===== src/rtl/mux_scan_if.sv =====
// Bus between the scan sequencer and a 74LS153-style dual 4-to-1 mux.
// master: the sequencer side. slave: the mux/environment side.
interface mux_scan_if;
    logic       start;
    logic       Y1;
    logic       Y2;
    logic       A1;
    logic       A0;
    logic       S1_n;
    logic       S2_n;
    logic [3:0] D1_word;
    logic [3:0] D2_word;
    logic       busy;
    logic       done;

    modport master (
        input  start, Y1, Y2,
        output A1, A0, S1_n, S2_n, D1_word, D2_word, busy, done
    );

    modport slave (
        output start, Y1, Y2,
        input  A1, A0, S1_n, S2_n, D1_word, D2_word, busy, done
    );
endinterface


===== src/rtl/mux_scan_sequencer.sv =====
// Scan sequencer for a dual 4-to-1 mux: walks select codes 0..3, holds each
// code for SETTLE cycles, samples Y1/Y2, then publishes both 4-bit words
// with a one-cycle done pulse. All outputs are registered.
// Optional build macro MUX_SCAN_CONT_EN: scans repeat back-to-back forever
// after a single start, until rst.
module mux_scan_sequencer #(
    parameter int unsigned SETTLE = 2
) (
    input  logic          clk,
    input  logic          rst,
    mux_scan_if.master    bus
);
    // A SETTLE of 0 is treated as 1, so the terminal count is never negative.
    localparam logic [7:0] CNT_LAST = (SETTLE == 0) ? 8'd0 : 8'(SETTLE - 1);

    typedef enum logic [1:0] {S_IDLE, S_SETTLE, S_SAMPLE, S_DONE} state_t;

    state_t     state, state_nxt;
    logic [1:0] sel, sel_nxt;
    logic [7:0] cnt, cnt_nxt;
    logic [3:0] sh1, sh1_nxt, sh2, sh2_nxt;
    logic [1:0] a_q, a_nxt;
    logic       s_n_q, s_n_nxt;
    logic [3:0] d1_q, d1_nxt, d2_q, d2_nxt;
    logic       busy_q, busy_nxt;
    logic       done_q, done_nxt;

    // State and registered outputs; reset aborts any scan and clears the words.
    always_ff @(posedge clk or posedge rst) begin
        if (rst) begin
            state  <= S_IDLE;
            sel    <= 2'd0;
            cnt    <= 8'd0;
            sh1    <= 4'd0;
            sh2    <= 4'd0;
            a_q    <= 2'd0;
            s_n_q  <= 1'b1;
            d1_q   <= 4'd0;
            d2_q   <= 4'd0;
            busy_q <= 1'b0;
            done_q <= 1'b0;
        end else begin
            state  <= state_nxt;
            sel    <= sel_nxt;
            cnt    <= cnt_nxt;
            sh1    <= sh1_nxt;
            sh2    <= sh2_nxt;
            a_q    <= a_nxt;
            s_n_q  <= s_n_nxt;
            d1_q   <= d1_nxt;
            d2_q   <= d2_nxt;
            busy_q <= busy_nxt;
            done_q <= done_nxt;
        end
    end

    // Next state and next output values; outputs are computed one cycle
    // ahead so they change only on clock edges and never glitch.
    always_comb begin
        state_nxt = state;
        sel_nxt   = sel;
        cnt_nxt   = cnt;
        sh1_nxt   = sh1;
        sh2_nxt   = sh2;
        a_nxt     = a_q;
        s_n_nxt   = s_n_q;
        d1_nxt    = d1_q;
        d2_nxt    = d2_q;
        busy_nxt  = busy_q;
        done_nxt  = 1'b0;
        case (state)
            S_IDLE: begin
                a_nxt    = 2'd0;
                s_n_nxt  = 1'b1;
                busy_nxt = 1'b0;
                if (bus.start) begin
                    state_nxt = S_SETTLE;
                    sel_nxt   = 2'd0;
                    cnt_nxt   = 8'd0;
                    s_n_nxt   = 1'b0;
                    busy_nxt  = 1'b1;
                end
            end
            S_SETTLE: begin
                cnt_nxt = cnt + 8'd1;
                if (cnt == CNT_LAST) state_nxt = S_SAMPLE;
            end
            S_SAMPLE: begin
                sh1_nxt[sel] = bus.Y1;
                sh2_nxt[sel] = bus.Y2;
                if (sel == 2'd3) begin
                    // Words load on the edge entering DONE so they are
                    // visible together with the done pulse; bit 3 comes
                    // straight from the mux since it is sampled this edge.
                    state_nxt = S_DONE;
                    d1_nxt    = {bus.Y1, sh1[2:0]};
                    d2_nxt    = {bus.Y2, sh2[2:0]};
                    done_nxt  = 1'b1;
                    a_nxt     = 2'd0;
`ifdef MUX_SCAN_CONT_EN
                    s_n_nxt   = 1'b0;
`else
                    s_n_nxt   = 1'b1;
`endif
                end else begin
                    state_nxt = S_SETTLE;
                    sel_nxt   = sel + 2'd1;
                    cnt_nxt   = 8'd0;
                    a_nxt     = sel + 2'd1;
                end
            end
            S_DONE: begin
                sel_nxt = 2'd0;
                cnt_nxt = 8'd0;
                a_nxt   = 2'd0;
`ifdef MUX_SCAN_CONT_EN
                state_nxt = S_SETTLE;
                s_n_nxt   = 1'b0;
                busy_nxt  = 1'b1;
`else
                state_nxt = S_IDLE;
                s_n_nxt   = 1'b1;
                busy_nxt  = 1'b0;
`endif
            end
            default: state_nxt = S_IDLE;
        endcase
    end

    assign bus.A1      = a_q[1];
    assign bus.A0      = a_q[0];
    assign bus.S1_n    = s_n_q;
    assign bus.S2_n    = s_n_q;
    assign bus.D1_word = d1_q;
    assign bus.D2_word = d2_q;
    assign bus.busy    = busy_q;
    assign bus.done    = done_q;
endmodule


===== src/flat_wrapper.sv =====
// flat-port wrapper written by rule: the top's interface ports become plain ports
module mux_scan_sequencer_flat 
#(
    parameter int unsigned SETTLE = 2
)
  (clk, rst, bus_start, bus_Y1, bus_Y2, bus_A1, bus_A0, bus_S1_n, bus_S2_n, bus_D1_word, bus_D2_word, bus_busy, bus_done);
  mux_scan_if bus_i ();
  input  logic clk;
  input  logic rst;
  input wire logic [$bits(bus_i.start)-1:0] bus_start;
  input wire logic [$bits(bus_i.Y1)-1:0] bus_Y1;
  input wire logic [$bits(bus_i.Y2)-1:0] bus_Y2;
  output wire logic [$bits(bus_i.A1)-1:0] bus_A1;
  output wire logic [$bits(bus_i.A0)-1:0] bus_A0;
  output wire logic [$bits(bus_i.S1_n)-1:0] bus_S1_n;
  output wire logic [$bits(bus_i.S2_n)-1:0] bus_S2_n;
  output wire logic [$bits(bus_i.D1_word)-1:0] bus_D1_word;
  output wire logic [$bits(bus_i.D2_word)-1:0] bus_D2_word;
  output wire logic [$bits(bus_i.busy)-1:0] bus_busy;
  output wire logic [$bits(bus_i.done)-1:0] bus_done;
  assign bus_i.start = bus_start;
  assign bus_i.Y1 = bus_Y1;
  assign bus_i.Y2 = bus_Y2;
  assign bus_A1 = bus_i.A1;
  assign bus_A0 = bus_i.A0;
  assign bus_S1_n = bus_i.S1_n;
  assign bus_S2_n = bus_i.S2_n;
  assign bus_D1_word = bus_i.D1_word;
  assign bus_D2_word = bus_i.D2_word;
  assign bus_busy = bus_i.busy;
  assign bus_done = bus_i.done;
  mux_scan_sequencer #(.SETTLE(SETTLE)) u_core (.clk(clk), .rst(rst), .bus(bus_i));
endmodule

===== config.mk =====
export PLATFORM = sky130hd
export DESIGN_NAME = mux_scan_sequencer_flat
export DESIGN_NICKNAME = d
export VERILOG_FILES = /design/src/rtl/mux_scan_if.sv /design/src/rtl/mux_scan_sequencer.sv /design/src/flat_wrapper.sv
export SDC_FILE = /design/constraint.sdc
export NUM_CORES = 1
export LEC_CHECK = 0
export ABC_AREA = 1
export ABC_CLOCK_PERIOD_IN_PS = 2000
export CAP_MARGIN = 30
export CELL_PAD_IN_SITES_DETAIL_PLACEMENT = 1
export CELL_PAD_IN_SITES_GLOBAL_PLACEMENT = 2
export CORE_MARGIN = 1
export CORE_UTILIZATION = 35
export DETAILED_ROUTE_END_ITERATION = 7
export PLACE_DENSITY_LB_ADDON = 0.25
export SLEW_MARGIN = 20
export SYNTH_ARGS = -nofsm -noshare
export SYNTH_HDL_FRONTEND = slang
export SYNTH_SLANG_ARGS = --single-unit

===== constraint.sdc =====
create_clock -name clk -period 2 [get_ports clk]
set_input_delay 0.3 -clock clk [delete_from_list [all_inputs] [get_ports clk]]
set_output_delay 0.3 -clock clk [all_outputs]
set_load 0.01 [all_outputs]

==> flow_summary.json <==
{
  "critPathCaptureType": "output pin",
  "peakVddDrop_mv": 0.477,
  "regToRegEndpoint": "u_core.state[0]",
  "die_y_um": 69.1,
  "area_delta_synth_final_pct": 19.7,
  "vias_per_cell": 4.85,
  "clk_pin_slew_ns": 0.07,
  "cts_setup_buffers": 0,
  "rsz0062_at_grt": "false",
  "cts_tree": "built",
  "cts_hold_buf": 0,
  "ctsResizeCount": 0,
  "path_class": "flip-flop to output pin",
  "worstPathRequired_ns": 1.70,
  "ys_seq_area_share_pct": 49.3,
  "fin_nets": 224,
  "finalClockSkew_ns": 0.00538,
  "grt_pass1_wl_mm": 6.58,
  "ant_nets": 0,
  "drc": 0,
  "hold-worst-slack_ns": 0.354,
  "clock_latency_ns": 0.28,
  "synth_edf_count": 0,
  "synth_area_per_cell_um2": 8.51,
  "critPathLaunchType": "flip-flop",
  "r2r_slack_ns": 0.49,
  "regToRegStartpoint": "u_core.state[0]",
  "setup-violations-final": 0,
  "rows": 24,
  "ys_types": 22,
  "total_power_w": 0.00236,
  "firstDrtPassIters": 4,
  "switching_share_pct": 38.0,
  "pwr-share-comb_pct": 38.5,
  "fin_crit_sh_pct": 83.0,
  "cts.sinks": 31,
  "drive_gt1_share_pct": 9.57,
  "dieArea_mm2": 0.00477,
  "power_frac_clock_pct": 20.6,
  "slew_headroom_pct": 70.3,
  "core_mm2": 0.00435,
  "crit_path_start": "u_core.bus.S1_n",
  "gr-total-overflow": 0,
  "min_path_type": "input pin to async pin",
  "critical_path_arrival_ns": 1.36,
  "finalCriticalPeriod_ns": 1.66,
  "maxSlewViolCount": 0,
  "path_cells": "clkdlybuf4s50_1",
  "p_int_w": 0.00146,
  "final.setup.tns_ns": 0,
  "path_max_fanout": 3,
  "wl_per_cell_um": 14.4,
  "crit_family": "flip-flops",
  "drtIter0Drc": 43,
  "start_util_pct": 36.2,
  "cts_buffer_depth": 2,
  "async_reset_ff_share_pct": 100,
  "seq_power_share_pct": 40.9,
  "root_buffer": "clkbuf_8",
  "power_leakage_nw": 0.958,
  "worst_pin_slew_ns": 0.445,
  "synth_area_mm2": 0.00158,
  "status": "finished, final reports clean",
  "gp_congestion": 0.824,
  "fmax_mhz": 602,
  "vias": 1266,
  "synth_cells": 185,
  "synth_flop_cell": "dfrtp_1",
  "pwr_density_cell_mw_per_mm2": 1250,
  "num_antenna_cells": 0,
  "rr_worst_depth": 6,
  "cts_made_buffers": 5,
  "synth_nets": 201,
  "synth_warnings": 0,
  "die_w_um": 69.1,
  "path_buf_inv": 1,
  "maxCapViolCount": 0,
  "ios": 19,
  "finalHoldViolCount": 0,
  "portBuffers": 18,
  "critPathMaxStageDelay_ns": 0.54,
  "track_usage_pct": 17.8,
  "htree_levels": 2,
  "post-dp-hpwl_mm": 2.75,
  "first_global_vias": 1351,
  "grt_max_degree": 17,
  "drt-total-wl_mm": 3.77,
  "ys_ff_latch": 31,
  "slowest_stage": "dfstp_2",
  "switchingPower_w": 0.000896,
  "antenna_found_initial": 0
}
## placed cells by master, fill, tap and decap left out
cell             instances
nor3_2                   1
nand2_2                  2
xor2_1                   1
a21oi_1                  4
dfrtp_1                 30
nand4_1                  4
buf_4                    3
inv_1                   17
clkinv_2                 1
nor3_1                   1
clkinvlp_4               1
ha_1                    11
nand2_4                  2
dfstp_2                  1
clkdlybuf4s50_1         18
clkbuf_8                 5
clkbuf_1                 1
o22ai_1                  1
or2_2                    2
nor2_4                   1
nor2_1                  10
nand3_1                 12
o21ai_0                 14
inv_6                    1
nand2_1                 65
## routing by layer
layer	part of all wire [%]	vias up	global-route usage [%]
met4	1.1	0	6.35
met3	3.3	4	5.26
met2	48	22	29.7
met1	47	610	21.7
met5	0	-	0
li1	-	630	-
## synthesized netlist by cell type, types with 2 or more instances
cell     instances  area share [%]
dfrtp_1         30              48
buf_6            2             1.4
buf_4            2            0.95
inv_1           17             4.1
a21oi_1          4             1.3
nand2_4          2             1.4
or2_2            2            0.79
nor2_1          10             2.4
ha_1            11             8.7
nand4_1          4             1.6
nand3_1         12             3.8
nand2_1         65              15
nand2_2          2            0.79
o21ai_0         14             4.4
## worst reg2reg max path: stages (launching register included)
cell     delay, ns
dfrtp_1       0.42
inv_1         0.10
ha_1          0.25
buf_4         0.18
or2_2         0.30
nand3_1       0.10
nand2_1       0.06
## per-stage QoR
| stage | worst slack (ns) | area [um^2] | std cells | util (%) |
|---|---|---|---|---|
| 6_report | 0.340 | 1890 | 261 | 43.3 |
| 5_1_grt | 0.298 | 1890 | 261 | 43.3 |
| 4_1_cts | 0.325 | 1890 | 261 | 43.3 |
| 3_5_place_dp | 0.463 | 1800 | 253 | 41.4 |
| 3_3_place_gp | 0.538 | 1800 | 253 | 41.4 |
| 2_1_floorplan | 0.670 | 1580 | 185 | - |
## how the worst max path moves through the flow
stage | endpoint | slack (ns) | cells past startpoint
floorplan | u_core.cnt[3] | 0.67 | 8
global placement | u_core.state[1] | 0.54 | 8
detailed placement | u_core.sel[1] | 0.46 | 7
CTS | bus_S1_n | 0.33 | 1
global route | bus_S1_n | 0.30 | 1
finish | bus_S2_n | 0.34 | 1
## logic make-up (layout without fill, tap and decap cells)
| kind of cell | count (synthesis) | in the layout | synth area share, % |
|---|---|---|---|
| simple gates | 100 | 100 | 28.0 |
| buf+inv | 23 | 47 | 7.31 |
| fa+ha+maj | 11 | 11 | 8.74 |
| compound gates | 19 | 19 | 6.12 |
| flops | 31 | 31 | 49.3 |
| xor+xnor | 1 | 1 | 0.556 |
## power groups by stage
stage                     logic, W  clock network [W]  registers, W
after CTS                 0.000926           0.000502      0.000965
after detailed placement  0.000912                  0      0.000974
final                     0.000906           0.000486      0.000964
after floorplan           0.000573                  0      0.000975
after global placement    0.000871                  0      0.000956
after global routing       0.00104           0.000523      0.000994
## registers in the layout, summed over array words and instances, names as in the netlist
register and count:
u_core.bus.done 1, u_core.a_q 2, u_core.state 2, u_core.cnt 8
u_core.bus.S1_n 1, u_core.bus.D2_word 4, u_core.bus.busy 1, u_core.sh1 3
u_core.bus.D1_word 4, u_core.sel 2, u_core.sh2 3
## cell type report
type / count / area [um^2]
flip-flops and latches: 31 / 777
well taps: 52 / 65.1
repair buffers: 21 / 203
clock buffers: 6 / 72.6
multi-input cells: 131 / 683
clock inverters: 2 / 12.5
fillers: 525 / 2470
inverters: 18 / 72.6
Power figures use the tool's default switching activity.
